**config.mk**
```make
export PLATFORM = sky130hd
export DESIGN_NAME = writeback_packer
export DESIGN_NICKNAME = d
export VERILOG_FILES = /design/src/rtl/writeback_packer.sv
export SDC_FILE = /design/constraint.sdc
export NUM_CORES = 1
export LEC_CHECK = 0
export CAP_MARGIN = 40
export CORE_ASPECT_RATIO = 0.6
export CORE_MARGIN = 3
export CORE_UTILIZATION = 30
export DETAILED_ROUTE_END_ITERATION = 12
export PLACE_DENSITY = 0.51
export SYNTH_ARGS = -nofsm -noshare
export SYNTH_HDL_FRONTEND = slang
export SYNTH_SLANG_ARGS = --single-unit
```
**constraint.sdc**
```tcl
create_clock -name clk -period 2.7 [get_ports clk]
set_input_delay 0.54 -clock clk [delete_from_list [all_inputs] [get_ports clk]]
set_output_delay 0.54 -clock clk [all_outputs]
set_load 0.01 [all_outputs]
```
**src/rtl/writeback_packer.sv**
```systemverilog
// Register-bank writeback packer: word writes, MSB-first byte packing with pad-and-flush, optional vector byte path.
// Define WB_VECTOR_EN to enable vector-byte writes; otherwise vector beats are dropped like reserved beats.
`timescale 1ns/1ps
module writeback_packer #(
  parameter logic [7:0] PAD_BYTE = 8'h00
) (
  input  logic        clk,
  input  logic        rst,
  input  logic        in_valid,
  output logic        in_ready,
  input  logic [1:0]  in_mode,
  input  logic [3:0]  in_Rg,
  input  logic [31:0] in_data,
  input  logic [7:0]  in_pix,
  input  logic        flush,
  output logic        WE_C,
  output logic [3:0]  Rg_WB,
  output logic [31:0] DinC,
  output logic        WE_V,
  output logic [7:0]  DinV_8bit,
  output logic [1:0]  pack_count
);

  localparam logic [1:0] MODE_WORD = 2'b00;
  localparam logic [1:0] MODE_PACK = 2'b01;
  localparam logic [1:0] MODE_VEC  = 2'b10;

  typedef enum logic [1:0] {
    S_EMPTY   = 2'd0,
    S_PARTIAL = 2'd1,
    S_FLUSH   = 2'd2
  } state_t;

  state_t      state_q, state_d;
  logic [31:0] acc_q, acc_d;
  logic [1:0]  cnt_q, cnt_d;
  logic [3:0]  prg_q, prg_d;
  logic        we_c_q, we_c_d;
  logic [3:0]  rg_wb_q, rg_wb_d;
  logic [31:0] dinc_q, dinc_d;
`ifdef WB_VECTOR_EN
  logic        we_v_q, we_v_d;
  logic [7:0]  dinv_q, dinv_d;
`endif

  logic is_pack;
  logic need_flush;
  logic accept;
  logic flush_now;

  // Byte 0 of a pack lands in the top lane, byte 3 in the bottom lane.
  function automatic logic [31:0] place_byte(input logic [31:0] acc,
                                             input logic [1:0]  cnt,
                                             input logic [7:0]  pix);
    logic [31:0] w;
    w = acc;
    case (cnt)
      2'd0:    w[31:24] = pix;
      2'd1:    w[23:16] = pix;
      2'd2:    w[15:8]  = pix;
      default: w[7:0]   = pix;
    endcase
    return w;
  endfunction

  function automatic logic [31:0] pad_word(input logic [31:0] acc,
                                           input logic [1:0]  cnt);
    logic [31:0] w;
    w = acc;
    for (int i = 0; i < 4; i++) begin
      if (i >= int'(cnt)) w[31-8*i -: 8] = PAD_BYTE;
    end
    return w;
  endfunction

  assign is_pack = (in_mode == MODE_PACK);

  // A partial pack must be written out before any non-pack beat or an explicit
  // flush, except when the flush rides on the beat that completes the word.
  assign need_flush = (in_valid && !is_pack) ||
                      (flush && !(in_valid && is_pack && cnt_q == 2'd3));

  always_comb begin
    in_ready = 1'b0;
    if (!rst) begin
      case (state_q)
        S_PARTIAL: in_ready = !need_flush;
        default:   in_ready = 1'b1;
      endcase
    end
  end

  assign accept    = in_valid && in_ready;
  assign flush_now = (state_q == S_PARTIAL) && need_flush;

  // ---- state register ----
  always_ff @(posedge clk or posedge rst) begin
    if (rst) state_q <= S_EMPTY;
    else     state_q <= state_d;
  end

  // ---- next-state logic ----
  always_comb begin
    state_d = state_q;
    case (state_q)
      S_PARTIAL: begin
        if (need_flush)                             state_d = S_FLUSH;
        else if (accept && is_pack && cnt_q == 2'd3) state_d = S_EMPTY;
      end
      default: state_d = (accept && is_pack) ? S_PARTIAL : S_EMPTY;
    endcase
  end

  // ---- output / datapath next values ----
  // The accumulator is already cleared on entry to FLUSH, so FLUSH accepts beats exactly like EMPTY.
  always_comb begin
    we_c_d  = 1'b0;
    rg_wb_d = rg_wb_q;
    dinc_d  = dinc_q;
    acc_d   = acc_q;
    cnt_d   = cnt_q;
    prg_d   = prg_q;
`ifdef WB_VECTOR_EN
    we_v_d  = 1'b0;
    dinv_d  = dinv_q;
`endif
    if (flush_now) begin
      we_c_d  = 1'b1;
      rg_wb_d = prg_q;
      dinc_d  = pad_word(acc_q, cnt_q);
      acc_d   = '0;
      cnt_d   = 2'd0;
    end else if (accept) begin
      case (in_mode)
        MODE_WORD: begin
          we_c_d  = 1'b1;
          rg_wb_d = in_Rg;
          dinc_d  = in_data;
        end
        MODE_PACK: begin
          if (cnt_q == 2'd3) begin
            we_c_d  = 1'b1;
            rg_wb_d = in_Rg;
            dinc_d  = place_byte(acc_q, cnt_q, in_pix);
            acc_d   = '0;
            cnt_d   = 2'd0;
          end else begin
            acc_d = place_byte(acc_q, cnt_q, in_pix);
            cnt_d = cnt_q + 2'd1;
            prg_d = in_Rg;
          end
        end
`ifdef WB_VECTOR_EN
        MODE_VEC: begin
          we_v_d = 1'b1;
          dinv_d = in_pix;
        end
`endif
        default: ;
      endcase
    end
  end

  // ---- output and accumulator registers ----
  always_ff @(posedge clk or posedge rst) begin
    if (rst) begin
      acc_q   <= '0;
      cnt_q   <= 2'd0;
      prg_q   <= '0;
      we_c_q  <= 1'b0;
      rg_wb_q <= '0;
      dinc_q  <= '0;
    end else begin
      acc_q   <= acc_d;
      cnt_q   <= cnt_d;
      prg_q   <= prg_d;
      we_c_q  <= we_c_d;
      rg_wb_q <= rg_wb_d;
      dinc_q  <= dinc_d;
    end
  end

`ifdef WB_VECTOR_EN
  always_ff @(posedge clk or posedge rst) begin
    if (rst) begin
      we_v_q <= 1'b0;
      dinv_q <= '0;
    end else begin
      we_v_q <= we_v_d;
      dinv_q <= dinv_d;
    end
  end

  assign WE_V      = we_v_q;
  assign DinV_8bit = dinv_q;
`else
  assign WE_V      = 1'b0;
  assign DinV_8bit = 8'h00;
`endif

  assign WE_C       = we_c_q;
  assign Rg_WB      = rg_wb_q;
  assign DinC       = dinc_q;
  assign pack_count = cnt_q;

endmodule

```
==> out/qor.yml <==
post-route-period-util_pct: 85.3
cts_made_buffers: 9
die_height_um: 99.4
required_ns: 2.16
first_pass_iters: 5
async_flop_share_pct: 100
synth_seq_cells: 77
max_freq_mhz: 434
seq_area_frac_synth_pct: 44.2
synth_compound_area_share_pct: 23.8
powerDensity_nw_per_um2: 737
synth_top_area_cell: "dfrtp_1"
slew_headroom_pct: 45.3
vias: 3911
synthTopCellsByArea: "dfrtp_1 (44%), o211ai_1 (8.1%), nand2_1 (5.9%)"
cts_setup_buffers: 0
start_util_pct: 31.3
synthAdderAreaFrac_pct: 1.43
peakVddDrop_v: 0.000289
synthCells: 478
slew_violations: 0
htreeDepth: 3
worst_slew_pin_slew_ns: 0.821
cts_tree: "done"
port_buffers: 89
ys_warn_count: 0
antenna_cells: 0
tns_ns: 0
hold_path_class: "flop to flop"
clk_latency_ns: 0.34
rsz0062_at_grt: "false"
grt_pass1_vias: 4064
synthSimpleGateAreaFrac_pct: 18.5
power_leakage_nw: 2.33
synth-xor-area-share_pct: 0
ios: 99
fin_crit_ns: 2.30
skew_ns: 0.00425
clock_sinks: 77
grt_overflow: 0
grt_usage_pct: 18.0
dp_hpwl_mm: 9.37
gp_congestion: 0.776
synthFlopType: "dfrtp_1"
setup_viol: 0
drt-initial-drc-count: 227
wl_per_cell_um: 18.4
ys_types: 37
yosys-top-cells-count: "dfrtp_1 (77), nand2_1 (69), o211ai_1 (47)"
rows: 33
synth_top_family_by_area: "compound AO/OA/AOI/OAI gates"
synth_edf_count: 0
clockBufferDepth: 2
die_w_um: 162
synth_area_um2: 4360
fin_nets: 619
avgSynthCellArea_um2: 9.12
rrSetupSlack_ns: 0.65
critPathLaunchType: "input port"
timing.setup.critical_path_class: "input port to output pin"
area_growth_syn_to_layout_pct: 33.0
cp-end-kind: "output pin"
maxCapViolations: 0
critical_path_arrival_ns: 1.76
grt_pass1_wl_mm: 22.7
clk_pin_slew_worst_paths_ns: 0.06
drc_errors: 0
synth_top_cell_area_share_pct: 44.2
viasPerCell: 5.15
dpl_cell_area_um2: 5500
synthMuxAreaShare_pct: 3.10
cp_max_fo: 9
hold_buffers: 0
outcome: "finished clean"
drt_wl_total_mm: 14.0
antenna_found_initial: 0
total_power_mw: 4.28
finalHoldViolCount: 0
dieArea_um2: 16100
antenna_left: 0
finish.instance_area_um2: 5800
grt_max_degree: 47
core_um2: 13900
drive_gt1_share_pct: 11.3
cts-root-buf: "clkbuf_16"
yosysMostFrequentCell: "dfrtp_1"
## final cells by class
cell class	instances	area (um^2)
Clock buffer	9	225
Clock inverter	6	63.8
Fill cell	1350	8120
Inverter	29	110
Multi-Input combinational cell	330	2090
Sequential cell	77	1930
Tap cell	192	240
Timing Repair Buffer	117	1140
## worst paths after layout
path                                   to  depth (start not counted)     startpoint
worst max-delay path             in_ready                          7       in_valid
worst min-delay path             acc_q[4]                          1       acc_q[4]
worst max register to register   DinC[31]                          7  pack_count[0]
worst min register to register   acc_q[4]                          1       acc_q[4]
max in group asynchronous       acc_q[30]                          4            rst
min in group asynchronous        DinC[16]                          4            rst
## sequential cells by signal, indices dropped and copies added (netlist names)
register    cells
acc_q          32
pack_count      2
prg_q           4
WE_C            1
DinC           32
Rg_WB           4
state_q         2
## cells by family (layout without fill, tap and decap cells)
logic type	after synthesis	in the layout
adders and majority gates	5	5
buffers and inverters	79	161
DFF	77	77
and+or+nand+nor	160	160
AOI/OAI and AO/OA	143	143
other	1	9
muxes	13	13
## layer usage
layer	track usage (%)	routed length (um)	vias up	share of wire (%)
met5	0	0	-	0
met4	3.08	95	0	0.68
met3	6.12	1100	13	7.8
met2	26.4	5970	139	43
met1	26.0	6830	1899	49
li1	-	-	1860	-
## cells in the final DEF, fill, tap and decap left out, drive strengths merged, types with 12 or more instances in the layout
| cell type | Yosys | routed |
|---|---|---|
| nand2b | 12 | 12 |
| o211ai | 56 | 56 |
| nand2 | 69 | 69 |
| dfrtp | 77 | 77 |
| a211oi | 17 | 17 |
| a21oi | 12 | 12 |
| clkdlybuf4s50 | 0 | 88 |
| inv | 29 | 29 |
| buf | 34 | 28 |
| a31oi | 28 | 28 |
| and2 | 16 | 16 |
| nor3 | 13 | 13 |
| o21ai | 18 | 18 |
| nand3 | 18 | 18 |
| nand3b | 16 | 16 |
## repair_timing
action,4_1_cts,5_1_grt
hold endpoints to repair,0,0
endpoints found under the setup margin,1,1
gates resized for setup,1,3
## worst max-delay path, stage by stage
cell and delay [ns]:
clkdlybuf4s50_1 0.51, buf_4 0.19, a21oi_2 0.07, nand2b_1 0.15
inv_1 0.10, nor2_1 0.04, dlymetal6s2s_1 0.17
## stage by stage
step                      std cells  util (%)  hold slack [ns]  setup WS, ns
after floorplan                 486         -            0.453         0.193
after global placement          745      39.5            0.468      0.000817
after detailed placement        745      39.5            0.470       0.00336
after CTS                       760      41.6            0.486       0.00460
after global routing            760      41.7            0.512         0.303
final                           760      41.7            0.481         0.396
## power by group
part	internal (mW)	switching, mW	leakage (nW)	total (mW)
clock network	0.711	0.499	0.138	1.21
logic	0.712	0.729	1.21	1.44
registers	1.45	0.176	0.981	1.63
total	2.87	1.40	2.33	4.28
No activity file was read; power rests on OpenSTA's default activity.
